[src/rtl/vnlp_list_loader.sv]
// ---------------------------------------------------------------------------
// vnlp_list_loader
//
// Upstream feeder for the VNLP norm engine. Accepts (x,y) entries over a
// valid/ready stream and builds a doubly linked list in the shared M2 node
// memory. Each node occupies four words starting at its base p:
//    [p]   next pointer (NIL on the final node)
//    [p+1] prev pointer (NIL on the head node)
//    [p+2] x (float24: sign/mant15/exp8)
//    [p+3] y (float24)
// When the list is complete the head pointer and node count are presented
// and vnlp_start pulses for one cycle.
//
// Ports
//    clk         system clock, rising edge
//    rst         synchronous active-high reset
//    load_start  begin a new list session (honoured in IDLE only)
//    in_valid    entry valid
//    in_ready    loader can accept an entry (high in ACCEPT only)
//    in_x, in_y  entry components
//    in_last     entry is the final node of the list
//    mem_we      node memory write strobe, one word per cycle
//    mem_addr    node memory write address
//    mem_wdata   node memory write data (pointers zero-extended)
//    head_ptr    list head; BASE_ADDR after a completed load, NIL otherwise
//    node_count  nodes written in the current/last session
//    overflow    sticky: list was truncated at MAX_NODES
//    vnlp_start  one-cycle pulse when the list is complete
//
// State table
//    state   | meaning
//    IDLE    | waiting for load_start; stream not ready
//    ACCEPT  | in_ready high; waiting for one entry
//    W_NEXT  | writing next pointer of current node
//    W_PREV  | writing prev pointer of current node
//    W_X     | writing x of current node
//    W_Y     | writing y; node committed, pointers advance
//    FINISH  | head_ptr valid, vnlp_start high for this cycle
//
// STRIDE must be >= 4 and BASE_ADDR + MAX_NODES*STRIDE must stay below NIL,
// so that pointer arithmetic never wraps and never produces NIL.
// ---------------------------------------------------------------------------
module vnlp_list_loader #(
   parameter int unsigned          DATA_W    = 24,
   parameter int unsigned          ADDR_W    = 8,
   parameter int unsigned          BASE_ADDR = 0,
   parameter int unsigned          STRIDE    = 5,
   parameter int unsigned          MAX_NODES = 48,
   parameter logic [ADDR_W-1:0]    NIL       = 8'hFF
) (
   input  logic               clk,
   input  logic               rst,
   input  logic               load_start,
   input  logic               in_valid,
   output logic               in_ready,
   input  logic [DATA_W-1:0]  in_x,
   input  logic [DATA_W-1:0]  in_y,
   input  logic               in_last,
   output logic               mem_we,
   output logic [ADDR_W-1:0]  mem_addr,
   output logic [DATA_W-1:0]  mem_wdata,
   output logic [ADDR_W-1:0]  head_ptr,
   output logic [6:0]         node_count,
   output logic               overflow,
   output logic               vnlp_start
);

   localparam logic [ADDR_W-1:0] BASE     = ADDR_W'(BASE_ADDR);
   localparam logic [ADDR_W-1:0] STEP     = ADDR_W'(STRIDE);
   localparam logic [6:0]        LAST_IDX = 7'(MAX_NODES - 1);

   typedef enum logic [2:0] {
      IDLE   = 3'd0,
      ACCEPT = 3'd1,
      W_NEXT = 3'd2,
      W_PREV = 3'd3,
      W_X    = 3'd4,
      W_Y    = 3'd5,
      FINISH = 3'd6
   } state_t;

   state_t              state;
   state_t              state_nx;

   logic [ADDR_W-1:0]   cur;
   logic [ADDR_W-1:0]   prev;
   logic [DATA_W-1:0]   x_q;
   logic [DATA_W-1:0]   y_q;
   logic                eff_last;

   logic                xfer;
   logic                cap_hit;
   logic                eff_last_now;
   logic [ADDR_W-1:0]   cur_step;

   logic                we_nx;
   logic [ADDR_W-1:0]   addr_nx;
   logic [DATA_W-1:0]   wdata_nx;

   // in_ready is a registered copy of (state == ACCEPT), so the transfer
   // condition can be taken straight from the state.
   assign xfer         = (state == ACCEPT) && in_valid;
   assign cap_hit      = (node_count == LAST_IDX);
   assign eff_last_now = in_last | cap_hit;
   assign cur_step     = cur + STEP;

   // -------------------------------------------------------------------------
   // State register
   // -------------------------------------------------------------------------
   always_ff @(posedge clk) begin
      if (rst) begin
         state <= IDLE;
      end else begin
         state <= state_nx;
      end
   end

   // -------------------------------------------------------------------------
   // Next state and next values of the registered memory port.
   // Each write word is prepared in the cycle before its write state so that
   // mem_we/mem_addr/mem_wdata come straight from flops.
   // -------------------------------------------------------------------------
   always_comb begin
      state_nx = state;
      we_nx    = 1'b0;
      addr_nx  = mem_addr;
      wdata_nx = mem_wdata;

      case (state)
         IDLE: begin
            if (load_start) begin
               state_nx = ACCEPT;
            end
         end

         ACCEPT: begin
            if (in_valid) begin
               state_nx = W_NEXT;
               we_nx    = 1'b1;
               addr_nx  = cur;
               // eff_last is being captured on this same edge, so use the
               // live value for the next-pointer word.
               wdata_nx = eff_last_now ? DATA_W'(NIL) : DATA_W'(cur_step);
            end
         end

         W_NEXT: begin
            state_nx = W_PREV;
            we_nx    = 1'b1;
            addr_nx  = cur + ADDR_W'(1);
            wdata_nx = DATA_W'(prev);
         end

         W_PREV: begin
            state_nx = W_X;
            we_nx    = 1'b1;
            addr_nx  = cur + ADDR_W'(2);
            wdata_nx = x_q;
         end

         W_X: begin
            state_nx = W_Y;
            we_nx    = 1'b1;
            addr_nx  = cur + ADDR_W'(3);
            wdata_nx = y_q;
         end

         W_Y: begin
            state_nx = eff_last ? FINISH : ACCEPT;
         end

         FINISH: begin
            state_nx = IDLE;
         end

         default: begin
            state_nx = IDLE;
         end
      endcase
   end

   // -------------------------------------------------------------------------
   // Datapath and registered outputs
   // -------------------------------------------------------------------------
   always_ff @(posedge clk) begin
      if (rst) begin
         in_ready   <= 1'b0;
         mem_we     <= 1'b0;
         mem_addr   <= '0;
         mem_wdata  <= '0;
         head_ptr   <= NIL;
         node_count <= '0;
         overflow   <= 1'b0;
         vnlp_start <= 1'b0;
         cur        <= BASE;
         prev       <= NIL;
         x_q        <= '0;
         y_q        <= '0;
         eff_last   <= 1'b0;
      end else begin
         in_ready   <= (state_nx == ACCEPT);
         vnlp_start <= (state_nx == FINISH);
         mem_we     <= we_nx;
         mem_addr   <= addr_nx;
         mem_wdata  <= wdata_nx;

         case (state)
            IDLE: begin
               if (load_start) begin
                  cur        <= BASE;
                  prev       <= NIL;
                  node_count <= '0;
                  overflow   <= 1'b0;
                  head_ptr   <= NIL;
               end
            end

            ACCEPT: begin
               if (xfer) begin
                  x_q      <= in_x;
                  y_q      <= in_y;
                  eff_last <= eff_last_now;
                  // Truncation only when capacity, not the producer, ended
                  // the list.
                  if (cap_hit && !in_last) begin
                     overflow <= 1'b1;
                  end
               end
            end

            W_Y: begin
               node_count <= node_count + 7'd1;
               prev       <= cur;
               cur        <= cur_step;
               if (eff_last) begin
                  head_ptr <= BASE;
               end
            end

            default: begin
            end
         endcase
      end
   end

endmodule

[config.mk]
export PLATFORM = sky130hd
export DESIGN_NAME = vnlp_list_loader
export DESIGN_NICKNAME = d
export VERILOG_FILES = /design/src/rtl/vnlp_list_loader.sv
export SDC_FILE = /design/constraint.sdc
export NUM_CORES = 1
export LEC_CHECK = 0
export ABC_AREA = 0
export CORE_MARGIN = 10
export CORE_UTILIZATION = 46
export DETAILED_ROUTE_END_ITERATION = 7
export GPL_TIMING_DRIVEN = 0
export PLACE_DENSITY = 0.76
export SLEW_MARGIN = 40
export SYNTH_ARGS = -nofsm -noshare
export SYNTH_HDL_FRONTEND = slang
export SYNTH_SLANG_ARGS = --single-unit
[constraint.sdc]
create_clock -name clk -period 1.8 [get_ports clk]
set_input_delay 0.36 -clock clk [delete_from_list [all_inputs] [get_ports clk]]
set_output_delay 0.36 -clock clk [all_outputs]
set_load 0.02 [all_outputs]
==> flow_summary.ini <==
[status]
status = finished, violations left
violations = setup timing

[setup_path]
arrival_ns = 2.12
cp-start-kind = flop
critical_path_class = reg -> reg
worstSetupStartpoint = state[2]
crit_path_end_kind = flop
crit_required_ns = 2.06
reg2reg_from = state[2]
cp_max_fo = 4

[floorplan]
ios = 104
start_util_pct = 46.6
die_h_um = 125
die_area_sq_um = 15500
die-width_um = 125
core_area_sq_um = 10800
row_count = 38

[detailed_routing]
met2_wirelength_um = 8070
m1WireLength_um = 6900
wl_per_cell_um = 19.1
top_layer_used = met4
drt_wl_total_um = 16900
drc_errors = 0
wl_met3_um = 1530
drt_iter0_markers = 501
dr_total_vias = 5197
dr.pass1.iters = 4
vias_per_cell = 5.87
ant_nets = 0

[timing]
slew_headroom_pct = 48.7
hold_viol = 0
tightest_slew_ns = 0.769
fin_skew_ns = 0.0110
grt_setup_unrepaired = yes
fmax_mhz = 538
maxSlewViolCount = 0
setup_viol = 2
setup_slack_ns = -0.0601
period_share_pct = 103
fin_crit_ns = 1.86

[placement]
placed_cell_area_sq_um = 6240
gp_congestion = 0.914
dp.cells = 859
port_buffers = 102
dp_hpwl_um = 12200

[cts]
cts_tree = built
htreeDepth = 3
postCtsHoldBufs = 0
path_clk_slew_ns = 0.11
cts_buffer_depth = 2
root_buffer = clkbuf_8
cts_made_buffers = 9
clkLatencyLatePin_ns = 0.39
clock_sinks = 112

[finish]
final_nets = 799
syn2layout_area_growth_pct = 34.7
postLayoutCoreUtil_pct = 62.8
final_cell_area_sq_um = 6780
num_antenna_cells = 0
fillers = 923
drive_gt1_share_pct = 14.1
final_cells = 886

[yosys]
synth_area_leaders = dfxtp_1, nand2_1, a21oi_1
synth_nets = 675
synth_compound_area_share_pct = 22.6
synth.most_common_cell = nand2_1
yosys.area_share.adder_pct = 1.24
synth_top_family_by_area = compound AO/OA/AOI/OAI gates
synth_common_cells = nand2_1, dfxtp_1, a21oi_1, nor2_1, clkbuf_1
synth_xor_area_share_pct = 1.39
synth-main-ff-cell = dfxtp_1
syn_area_per_cell_sq_um = 8.16
synth-edff-count = 0
synthMuxAreaShare_pct = 0.597
yosys.area.top_type = dfxtp_1
netlist_instances = 617
synth-simple-area-share_pct = 22.4
seq_area_frac_synth_pct = 44.5
synth_area_sq_um = 5030
ys_warn_count = 0
synth_cell_types = 64
synth.top_cell.area_share_pct = 44.5
async_reset_ff_share_pct = 0
ys_ff_latch = 112

[flow_run]
drv_cap = 0

[grt]
antenna_found_initial = 0
grt_first_pass_wirelength_um = 26400
grt_util_all_layers_pct = 20.5
first_global_vias = 5051
grt_max_degree = 19
grt_overflow = 0

[power_and_ir_drop]
peakVddDrop_mv = 0.507
powerDensity_nw_per_um2 = 778
total_power_mw = 5.27
leakagePower_nw = 2.44

[min_path]
hold_path_startpoint = rst
min_path_type = in -> reg
==> layout make-up <==
type / count / area [sq um] / share of cell area [%]
Tap cell: 140 / 175 / 2.58
Timing Repair Buffer: 119 / 1160 / 17.1
Sequential cell: 112 / 2260 / 33.4
Clock inverter: 6 / 90.1 / 1.33
Multi-Input combinational cell: 431 / 2590 / 38.2
Clock buffer: 10 / 138 / 2.03
Buffer: 57 / 324 / 4.78
Inverter: 11 / 41.3 / 0.609
==> registers in the layout, indices dropped and copies added (netlist names), 3 cells and up <==
signal	cells
mem_wdata	24
mem_addr	8
prev	8
x_q	24
node_count	7
cur	8
state	3
y_q	24
==> report_power, final <==
| part | total (mW) | switching (mW) | leakage (nW) | internal [mW] |
|---|---|---|---|---|
| Combinational | 0.903 | 0.505 | 1.41 | 0.397 |
| Sequential | 2.66 | 0.0721 | 0.914 | 2.58 |
| Clock | 1.71 | 0.887 | 0.113 | 0.827 |
==> per-layer routing <==
layer	GRT usage [%]	vias up
met5	0	-
met4	7.13	0
met3	4.98	38
met2	34.1	266
met1	25.1	2448
li1	-	2445
==> cells by family (layout without fill, tap and decap cells) <==
| family | Yosys count | after routing |
|---|---|---|
| AO/OA/AOI/OAI | 169 | 169 |
| XOR/XNOR | 8 | 8 |
| adder cells (fa/ha/maj) | 5 | 5 |
| buffers and inverters | 74 | 203 |
| flip-flops | 112 | 112 |
| multiplexers | 3 | 3 |
| AND/OR/NAND/NOR | 246 | 246 |
==> final timing paths <==
path                                    end  slack [ns]  depth (start not counted)
worst min register to register       x_q[5]        0.46                          2
worst max-delay path            mem_addr[4]       -0.06                          6
worst max register to register  mem_addr[4]       -0.06                          6
worst min-delay path               state[0]        0.41                          2
==> repair_timing <==
item,4_1_cts,5_1_grt
pin swaps,9,13
buffers inserted,7,10
gates resized for setup,52,45
endpoints found under the setup margin,106,93
==> stage by stage <==
stage	setup TNS [ns]	worst slack (ns)	hold WS (ns)
after floorplan	-0.0881	-0.0229	0.436
after global placement	-32.74	-0.544	0.444
after detailed placement	-35.96	-0.597	0.448
after CTS	-0.698	-0.136	0.416
after global routing	-0.551	-0.122	0.429
final	-0.0919	-0.0601	0.410
==> worst max-delay path: stages, from the launching register on <==
cell	delay, ns
dfxtp_2	0.39
or3b_4	0.44
xnor2_2	0.17
ha_4	0.18
o211ai_1	0.22
mux2i_1	0.23
a311oi_1	0.11
==> placed cells by master (no fill, tap or decap), drive strengths merged, types with 5 or more instances in the layout <==
cell type | synthesis | routed
o211ai | 5 | 5
nand3 | 7 | 7
a222oi | 16 | 16
dfxtp | 112 | 112
o22a | 8 | 8
nor2 | 60 | 60
ha | 5 | 5
nor3 | 10 | 10
clkdlybuf4s50 | 0 | 87
o21ai | 21 | 21
nor4 | 9 | 9
and2 | 5 | 5
o32ai | 5 | 5
a21oi | 71 | 71
inv | 11 | 12
dlygate4sd2 | 0 | 12
buf | 31 | 42
o22ai | 6 | 6
nand2 | 122 | 122
xnor2 | 5 | 5
clkbuf | 32 | 42
Power figures use the tool's default switching activity.
